**src/rtl/reset_seq_pkg.sv**
```systemverilog
// reset_seq_pkg
// Shared types and constants for the reset sequencer:
//   seq_state_e - sequencer FSM states (ASSERT, RELEASE, RUN)
//   CNT_WIDTH   - width of the cycles-since-release counter
//   CNT_SAT     - value at which that counter saturates
//   cnt_width() - bit width needed to hold 0..max_val (never below 1)
package reset_seq_pkg;

  typedef enum logic [1:0] {
    ASSERT  = 2'd0,
    RELEASE = 2'd1,
    RUN     = 2'd2
  } seq_state_e;

  localparam int CNT_WIDTH = 32;
  localparam logic [CNT_WIDTH-1:0] CNT_SAT = 32'hFFFF_FFFF;

  // Width large enough to represent max_val itself, so counters compared
  // against (max_val - 1) never truncate at the top of the legal range.
  function automatic int cnt_width(input int max_val);
    return (max_val < 2) ? 1 : $clog2(max_val + 1);
  endfunction

endpackage

```
**src/rtl/reset_seq_satcnt.sv**
```systemverilog
// reset_seq_satcnt
// 32-bit saturating up-counter.
// Ports:
//   clk   - clock
//   clr   - synchronous clear (wins over en)
//   en    - count enable; the count sticks at CNT_SAT instead of wrapping
//   count - registered count value
// The flop powers up at zero so the output is defined without any clear.
module reset_seq_satcnt
  import reset_seq_pkg::*;
(
  input  logic                 clk,
  input  logic                 clr,
  input  logic                 en,
  output logic [CNT_WIDTH-1:0] count
);

  logic [CNT_WIDTH-1:0] count_q = '0;
  logic [CNT_WIDTH-1:0] count_d;

  always_comb begin
    count_d = count_q;
    if (clr) begin
      count_d = '0;
    end else if (en && (count_q != CNT_SAT)) begin
      count_d = count_q + CNT_WIDTH'(1);
    end
  end

  always_ff @(posedge clk) begin
    count_q <= count_d;
  end

  assign count = count_q;

endmodule

```
**src/rtl/reset_sequencer.sv**
```systemverilog
// reset_sequencer
// Generates NUM_STAGES staged, active-high synchronous resets. After the
// sequencer input reset goes high, every output stays asserted for
// HOLD_CYCLES cycles, then stage 0 releases, followed by each higher stage
// STAGE_GAP cycles after the previous one. Once the last stage is released
// the sequencer sits in RUN, flags rst_done and counts cycles spent there.
//
// Parameters:
//   HOLD_CYCLES - cycles all outputs stay asserted (1..65535)
//   NUM_STAGES  - number of staged reset outputs (1..8)
//   STAGE_GAP   - cycles between consecutive stage releases (1..255)
// Ports:
//   clk                  - the single clock
//   reset                - synchronous, active-low sequencer reset
//   rst_req              - re-reset request, honoured only in RUN
//   rst_ack              - one-cycle pulse when a re-reset request is taken
//   rst_out              - staged resets, bit i is stage i (active high)
//   rst_done             - high exactly while in RUN
//   cycles_since_release - saturating count of RUN cycles (0 on first one)
// Build option:
//   RESET_SEQ_REREQ_EN - when defined, rst_req restarts the sequence from
//   RUN; when undefined rst_req is ignored and rst_ack stays low.
//
// All flops carry declaration initial values equal to their reset values so
// the downstream resets are asserted from configuration onward.
module reset_sequencer
  import reset_seq_pkg::*;
#(
  parameter int HOLD_CYCLES = 10,
  parameter int NUM_STAGES  = 2,
  parameter int STAGE_GAP   = 4
) (
  input  logic                  clk,
  input  logic                  reset,
  input  logic                  rst_req,
  output logic                  rst_ack,
  output logic [NUM_STAGES-1:0] rst_out,
  output logic                  rst_done,
  output logic [31:0]           cycles_since_release
);

`ifdef RESET_SEQ_REREQ_EN
  localparam bit REREQ_EN = 1'b1;
`else
  localparam bit REREQ_EN = 1'b0;
`endif

  localparam int HOLD_W  = cnt_width(HOLD_CYCLES);
  localparam int GAP_W   = cnt_width(STAGE_GAP);
  localparam int STAGE_W = cnt_width(NUM_STAGES);

  localparam logic [HOLD_W-1:0]  HOLD_LAST  = HOLD_W'(HOLD_CYCLES - 1);
  localparam logic [GAP_W-1:0]   GAP_LAST   = GAP_W'(STAGE_GAP - 1);
  localparam logic [STAGE_W-1:0] STAGE_LAST = STAGE_W'(NUM_STAGES - 1);

  seq_state_e            state_q     = ASSERT;
  logic [HOLD_W-1:0]     hold_cnt_q  = '0;
  logic [GAP_W-1:0]      gap_cnt_q   = '0;
  logic [STAGE_W-1:0]    stage_idx_q = '0;   // most recently released stage
  logic [NUM_STAGES-1:0] rst_out_q   = '1;
  logic                  rst_done_q  = 1'b0;
  logic                  rst_ack_q   = 1'b0;

  seq_state_e            state_d;
  logic [HOLD_W-1:0]     hold_cnt_d;
  logic [GAP_W-1:0]      gap_cnt_d;
  logic [STAGE_W-1:0]    stage_idx_d;
  logic [NUM_STAGES-1:0] rst_out_d;
  logic                  rst_done_d;
  logic                  rst_ack_d;

  logic                  release_en;
  logic [STAGE_W-1:0]    release_idx;
  logic [STAGE_W-1:0]    stage_next;
  logic                  req_accept;
  logic [NUM_STAGES-1:0] release_mask;

  logic                  cnt_clr;
  logic                  cnt_en;
  logic [CNT_WIDTH-1:0]  cnt_value;

  assign stage_next = stage_idx_q + STAGE_W'(1);

  // Next-state logic. The reset input is applied in the register block.
  always_comb begin
    state_d     = state_q;
    hold_cnt_d  = hold_cnt_q;
    gap_cnt_d   = gap_cnt_q;
    stage_idx_d = stage_idx_q;
    release_en  = 1'b0;
    release_idx = '0;
    req_accept  = 1'b0;

    case (state_q)
      ASSERT: begin
        if (hold_cnt_q == HOLD_LAST) begin
          // Hold time over: stage 0 goes low next cycle. A single-stage
          // build has nothing left to stagger and goes straight to RUN.
          hold_cnt_d  = '0;
          gap_cnt_d   = '0;
          stage_idx_d = '0;
          release_en  = 1'b1;
          release_idx = '0;
          state_d     = (NUM_STAGES == 1) ? RUN : RELEASE;
        end else begin
          hold_cnt_d = hold_cnt_q + HOLD_W'(1);
        end
      end

      RELEASE: begin
        if (gap_cnt_q == GAP_LAST) begin
          gap_cnt_d   = '0;
          stage_idx_d = stage_next;
          release_en  = 1'b1;
          release_idx = stage_next;
          // RUN coincides with the cycle the last stage drops.
          if (stage_next == STAGE_LAST) begin
            state_d = RUN;
          end
        end else begin
          gap_cnt_d = gap_cnt_q + GAP_W'(1);
        end
      end

      RUN: begin
        req_accept = REREQ_EN && rst_req;
        if (req_accept) begin
          state_d     = ASSERT;
          hold_cnt_d  = '0;
          gap_cnt_d   = '0;
          stage_idx_d = '0;
        end
      end

      default: begin
        state_d     = ASSERT;
        hold_cnt_d  = '0;
        gap_cnt_d   = '0;
        stage_idx_d = '0;
      end
    endcase
  end

  // One-hot mask of the stage being released this cycle.
  generate
    for (genvar gi = 0; gi < NUM_STAGES; gi++) begin : g_release_mask
      assign release_mask[gi] = release_en && (release_idx == STAGE_W'(gi));
    end
  endgenerate

  // Stages only ever clear bits individually; the whole vector re-asserts
  // together on any return to ASSERT.
  always_comb begin
    rst_out_d  = rst_out_q & ~release_mask;
    if (state_d == ASSERT) begin
      rst_out_d = '1;
    end
    rst_done_d = (state_d == RUN);
    rst_ack_d  = req_accept;
  end

  always_ff @(posedge clk) begin
    if (!reset) begin
      state_q     <= ASSERT;
      hold_cnt_q  <= '0;
      gap_cnt_q   <= '0;
      stage_idx_q <= '0;
      rst_out_q   <= '1;
      rst_done_q  <= 1'b0;
      rst_ack_q   <= 1'b0;
    end else begin
      state_q     <= state_d;
      hold_cnt_q  <= hold_cnt_d;
      gap_cnt_q   <= gap_cnt_d;
      stage_idx_q <= stage_idx_d;
      rst_out_q   <= rst_out_d;
      rst_done_q  <= rst_done_d;
      rst_ack_q   <= rst_ack_d;
    end
  end

  // The counter is held at zero outside RUN, so its first RUN cycle reads 0
  // and it advances once for every cycle spent in RUN.
  assign cnt_clr = !reset || (state_d != RUN);
  assign cnt_en  = (state_q == RUN);

  reset_seq_satcnt u_satcnt (
    .clk   (clk),
    .clr   (cnt_clr),
    .en    (cnt_en),
    .count (cnt_value)
  );

  assign rst_out              = rst_out_q;
  assign rst_done             = rst_done_q;
  assign rst_ack              = rst_ack_q;
  assign cycles_since_release = cnt_value;

endmodule

```
**config.mk**
```make
export PLATFORM = sky130hd
export DESIGN_NAME = reset_sequencer
export DESIGN_NICKNAME = d
export VERILOG_FILES = /design/src/rtl/reset_seq_pkg.sv /design/src/rtl/reset_seq_satcnt.sv /design/src/rtl/reset_sequencer.sv
export SDC_FILE = /design/constraint.sdc
export NUM_CORES = 1
export LEC_CHECK = 0
export CAP_MARGIN = 30
export CORE_MARGIN = 2
export CORE_UTILIZATION = 44
export DETAILED_ROUTE_END_ITERATION = 10
export GPL_TIMING_DRIVEN = 0
export PLACE_DENSITY = 0.76
export SLEW_MARGIN = 20
export SYNTH_ARGS = -nofsm -noshare
export SYNTH_HDL_FRONTEND = slang
export SYNTH_HIERARCHICAL = 1
export SYNTH_SLANG_ARGS = --single-unit
```
**constraint.sdc**
```tcl
create_clock -name clk -period 2.6 [get_ports clk]
set_clock_uncertainty 0.1 [all_clocks]
set_input_delay 0.39 -clock clk [delete_from_list [all_inputs] [get_ports clk]]
set_output_delay 0.39 -clock clk [all_outputs]
set_load 0.01 [all_outputs]
```
==> results of run 1 <==
[synth_stat cells (2+ instances only)]
cell type   n  share of area [%]
a2111oi_0   2               0.72
a21boi_0    2               0.61
a21o_1      3               0.92
a21oi_1    25                5.1
and2_1      2               0.51
and3_1      3               0.77
and4_1      4                1.4
buf_2       3               0.61
clkbuf_1    9                1.4
dfxtp_1    46                 38
ha_1        9                4.6
inv_1       7                1.1
nand2_1    18                2.8
nand2b_1    3               0.77
nand3_1    17                3.5
nand4_1    10                2.6
nand4b_1    2               0.72
nor2_1     21                3.2
nor2b_1     4                1.0
nor3_1      2               0.41
nor3b_1     2               0.61
nor4_1      4                1.0
o21ai_0    10                2.1
o21bai_2    2               0.92
o31ai_1    13                4.0
or3_1      10                2.6
or4_1      12                3.7
xnor2_1     7                2.5
xor2_1      3                1.1
[path summary, 6_finish.rpt]
check | start | to | slack, ns
setup / recovery | u_satcnt/count[17] | u_satcnt/count[30] | 0.20
hold reg to reg | gap_cnt_q[2] | gap_cnt_q[2] | 0.35
setup reg to reg | u_satcnt/count[17] | u_satcnt/count[30] | 0.20
hold / removal | gap_cnt_q[2] | gap_cnt_q[2] | 0.35
[sequential cells by signal (all words and copies together), names as in the netlist]
| signal | cells |
|---|---|
| rst_out | 2 |
| u_satcnt/count | 32 |
| state_q | 2 |
| stage_idx_q | 2 |
| hold_cnt_q | 4 |
| rst_done | 1 |
| gap_cnt_q | 3 |
[critical path, cell delays in order, from the launching register on]
cell and delay, ns:
dfxtp_1 0.44, nand3_2 0.17, or3b_1 0.39, buf_2 0.18, or3_4 0.41, or4_1 0.47
a21oi_1 0.16
[area by class of cell]
cell class	count	area [µm²]	share of cell area, %
Buffer	12	62.6	2.05
Clock buffer	8	110	3.61
Inverter	7	26.3	0.861
Timing Repair Buffer	37	368	12.0
Sequential cell	46	922	30.2
Multi-Input combinational cell	215	1470	48.3
Tap cell	72	90.1	2.95
[per-layer routing]
metal  global-route usage [%]  part of all wire, %  wire, µm  up-vias
met2                     35.4                   52      3030       62
met5                        0                    0         0        -
met3                     5.40                  5.1       295        4
met1                     21.7                   42      2420     1066
met4                     8.07                 0.79        46        0
li1                         -                    -         -     1139
[cells by family (layout without fill, tap and decap cells)]
logic type / count (synthesis) / count (layout)
xor gates and xnor gates: 10 / 10
and+or+nand+nor: 126 / 126
buffers and inverters: 20 / 64
DFF: 46 / 46
muxes: 3 / 3
AOI/OAI and AO/OA: 66 / 66
other: 1 / 1
adders and majority gates: 9 / 9
[report_power, final]
group          internal, µW  switching, µW
Sequential              708           4.54
Combinational          10.5           11.5
Clock                   269            250
Total                   987            266
[metrics by stage]
stage | setup slack, ns | TNS [ns]
2_1_floorplan | 0.194 | 0
3_5_place_dp | -0.288 | -2.88
6_report | 0.202 | 0
4_1_cts | 0.0224 | 0
5_1_grt | 0.0130 | 0
3_3_place_gp | -0.211 | -2.17
[repair_timing]
action / in CTS / in global routing
resized for setup: 4 / 10
pin swaps: 1 / 0
setup endpoints to repair: 16 / 20
buffers inserted: 1 / 0
==> impl_metrics.yaml, run 1 <==
run_status:
  outcome: "complete, no violations"
sta:
  final-hold-violation-count: 0
  max_freq_mhz: 417
  finalMaxSlewViolations: 0
  hold_ws_ns: 0.352
  slew_headroom_pct: 59.2
  tightest_slew_ns: 0.607
  finalSetupViolCount: 0
  grt_setup_unrepaired: "false"
  min_period_ns: 2.40
  period_share_pct: 92.2
finish:
  layout-drive-gt1-share_pct: 11.7
  fillCellCount: 485
  area_delta_synth_final_pct: 25.1
  layout_commonest_cell: "dfxtp_1"
  nets: 336
  post-route-cell-area_mm2: 0.00305
  num_antenna_cells: 0
  layout_common_cells: "dfxtp_1 (45), clkdlybuf4s50_1 (36), a21oi_1 (25), nor2_1 (21), nand2_1 (18)"
  final_cells: 397
  final_util_pct: 56.1
power:
  leakagePower_uw: 0.000991
  power_uw: 1250
  ir_drop_mv: 0.209
  p_per_area_mw_per_mm2: 410
yosys:
  yosys.area_share.simple_pct: 30.7
  synth_edf_count: 0
  yosys_register_bits: 46
  ys.flop_type: "dfxtp_1"
  synth_warnings: 6
  muxShareOfSynthArea_pct: 1.33
  synth_compound_area_share_pct: 18.5
  synthDistinctLibCells: 55
  synth_top_family_by_area: "simple AND/OR/NAND/NOR gates"
  netlist_instances: 281
  syn_avg_cell_area_um2: 8.69
  ys_seq_area_share_pct: 37.7
  synth_area_mm2: 0.00244
  async_flop_share_pct: 0
  yosys.area_share.xor_xnor_pct: 3.59
  synthAdderAreaFrac_pct: 4.61
  syn_nets: 293
drt:
  antenna_left: 0
  wl_per_cell_um: 14.6
  vias_per_cell: 5.72
  wl_um: 5790
  first_pass_iters: 4
  drc: 0
  num_vias: 2271
  drtIter0Drc: 111
placement:
  io_buffer_count: 36
  placed_cells: 389
  place_area_mm2: 0.00289
  gp_congestion: 0.858
  dp_hpwl_um: 4120
die:
  die_area_mm2: 0.00616
  dieWidth_um: 78.5
  core-area_mm2: 0.00544
  start_util_pct: 44.9
  ios: 39
  die_y_um: 78.5
  num_rows: 27
critical_path:
  ff2ff_path_depth: 6
  crit_fanout: 6
  cp-end-kind: "flop"
  criticalPathCategory: "reg -> reg"
  worstPathArrival_ns: 2.54
  worstPathRequired_ns: 2.75
  critPathLaunchType: "flop"
clock_network:
  numCtsBuffers: 5
  cts_buffer_depth: 2
  ctsHoldBuffers: 0
  cts_root_buffer: "clkbuf_8"
  clkTransAtPathRegs_ns: 0.09
  cts_tree: "built"
  clk_latency_ns: 0.31
  cts.sinks: 46
  cts_htree_levels: 2
grt:
  grt_pass1_wl_um: 9560
  overflow: 0
  grt_usage_pct: 19.7
  grt_pass1_vias: 2112
  antenna_found_initial: 0
  grt_max_degree: 14
flow_run:
  maxCapViolCount: 0
min_path:
  min_path_cells: 2
  hp-class: "reg -> reg"
(Power assumes the default switching activity.)
==> inputs of run 2 (changes only) <==
--- a/config.mk
+++ b/config.mk
@@ -6,13 +6,13 @@
 export NUM_CORES = 1
 export LEC_CHECK = 0
 export CAP_MARGIN = 30
-export CORE_MARGIN = 2
+export CORE_MARGIN = 5
 export CORE_UTILIZATION = 44
 export DETAILED_ROUTE_END_ITERATION = 10
-export GPL_TIMING_DRIVEN = 0
 export PLACE_DENSITY = 0.76
 export SLEW_MARGIN = 20
 export SYNTH_ARGS = -nofsm -noshare
 export SYNTH_HDL_FRONTEND = slang
 export SYNTH_HIERARCHICAL = 1
 export SYNTH_SLANG_ARGS = --single-unit
+export TNS_END_PERCENT = 20
==> run 2 against run 1 <==
Net effect: critical path depth shrank 1; clock-buffer cell count is the same; non-clock buffer count is the same; critical path type unchanged; largest cell class unchanged.
==> impl_metrics.yaml, run 2 (same netlist as run 1, synthesis figures left out) <==
critical_path:
  critPathLaunchType: "flop"
  crit_path_max_incr_delay_ns: 0.56
  worstPathArrival_ns: 2.55
  cp-end-kind: "flop"
  path_cells: "nand3_1 -> or3_1 -> or3_4 -> or4_1 -> a21oi_1"
  worstPathRequired_ns: 2.73
  crit_path_top_delay_cell: "or3_1"
  cp.buffers_inverters: 0
  criticalPathCategory: "reg -> reg"
  crit_fanout: 9
  cp_top_family: "simple AND/OR/NAND/NOR gates"
die:
  num_rows: 27
  die_area_mm2: 0.00714
  core-area_mm2: 0.00544
  dieWidth_um: 84.5
  ios: 39
  die_y_um: 84.5
  start_util_pct: 44.9
clock_network:
  cts.sinks: 46
  numCtsBuffers: 5
  clk_latency_ns: 0.30
  cts_tree: "built"
  cts_buffer_depth: 2
  ctsHoldBuffers: 0
  clkTransAtPathRegs_ns: 0.09
  cts_htree_levels: 2
  cts_setup_buffers: 0
  cts_resized: 0
  cts_root_buffer: "clkbuf_8"
power:
  p_clk_share_pct: 41.0
  ir_drop_mv: 0.366
  combPwrFrac_pct: 1.6
  p_per_area_mw_per_mm2: 406
  pwr-share-seq_pct: 57.4
  power.share.switching_pct: 20.6
  intPower_uw: 986
  leakagePower_uw: 0.000979
  p_sw_uw: 255
run_status:
  outcome: "complete, no violations"
finish:
  multi_input_area_mm2: 0.00145
  fillCellCount: 493
  nets: 336
  layout_commonest_cell: "dfxtp_1"
  largest_reg_flops: 32
  layout-drive-gt1-share_pct: 12.0
  num_antenna_cells: 0
  layout_common_cells: "dfxtp_1 (46), clkdlybuf4s50_1 (36), a21oi_1 (25), nor2_1 (21), nand2_1 (18)"
  area_delta_synth_final_pct: 25.1
  seqCellArea_um2: 921
  final_cells: 397
min_path:
  hp-class: "reg -> reg"
placement:
  dp_hpwl_um: 4100
  gp_congestion: 0.812
  io_buffer_count: 36
  placed_cells: 389
grt:
  grt_pass1_wl_um: 9330
  grt_max_degree: 15
  grt_usage_pct: 15.5
  antenna_found_initial: 0
  grt_pass1_vias: 2089
  overflow: 0
sta:
  final-hold-violation-count: 0
  finalMaxSlewViolations: 0
  tightest_slew_ns: 0.574
  finalSetupTns_ns: 0
  min_period_ns: 2.42
  grt_setup_unrepaired: "false"
  slew_headroom_pct: 61.4
  max_freq_mhz: 413
  finalSetupViolCount: 0
  period_share_pct: 93.2
drt:
  wl_um: 5520
  drtIter0Drc: 121
  antenna_left: 0
  vias_per_cell: 5.60
  drc: 0
  wl_per_cell_um: 13.9
  num_vias: 2222
  first_pass_iters: 4
flow_run:
  maxCapViolCount: 0
## run 2: changes by cell type in the layout (fill, tap and decap cells not counted), moves of 2 or more
cell      before  now
buf_4          2   13
clkbuf_1       4    0
clkbuf_2       4    0
clkbuf_4       2    0
nor4_2         0    2
nor4_4         2    0
## run 2: stage by stage
step | instance area (µm²) | setup slack [ns] | total power (µW) | hold WS, ns | util, %
floorplan | 2440 | 0.194 | 745 | 0.323 | -
global placement | 2940 | 0.291 | 747 | 0.334 | 54.1
detailed placement | 2940 | 0.240 | 749 | 0.363 | 54.1
CTS | 3050 | 0.204 | 1250 | 0.373 | 56.1
global route | 3050 | 0.0419 | 1290 | 0.383 | 56.1
finish | 3050 | 0.178 | 1240 | 0.371 | 56.1
## run 2: worst paths after layout
check / from / to / slack [ns] / cells after the start
worst max register to register: u_satcnt/count[13] / u_satcnt/count[30] / 0.18 / 5
worst min register to register: gap_cnt_q[2] / gap_cnt_q[2] / 0.37 / 2
worst min-delay path: gap_cnt_q[2] / gap_cnt_q[2] / 0.37 / 2
worst max-delay path: u_satcnt/count[13] / u_satcnt/count[30] / 0.18 / 5
## run 2: power groups by stage
stage | clock, µW | combinational, µW | sequential, µW
2_1_floorplan | 0 | 16.8 | 728
3_3_place_gp | 0 | 18.9 | 729
3_5_place_dp | 0 | 20.1 | 729
4_1_cts | 520 | 20.1 | 712
5_1_grt | 554 | 24.0 | 713
6_report | 509 | 19.9 | 712
## run 2: area by class of cell
cell class                 instances  area share [%]
sequential                        46            30.2
clock buffer                       8            3.61
multi-input combinational        215            47.4
timing repair buffer              49            15.0
tap                               72            2.95
inverter                           7           0.861
## run 2: worst register-to-register path, stage by stage, from the launching register on
cell,delay (ns)
dfxtp_1,0.42
nand3_1,0.20
or3_1,0.56
or3_4,0.44
or4_1,0.47
a21oi_1,0.17
## run 2: per-layer routing
metal	vias to the layer above	track usage [%]	share of wire (%)
met2	59	27.7	50
met4	0	6.04	2.4
met5	-	0	0
met3	12	3.43	5.4
met1	1021	18.0	42
li1	1130	-	-
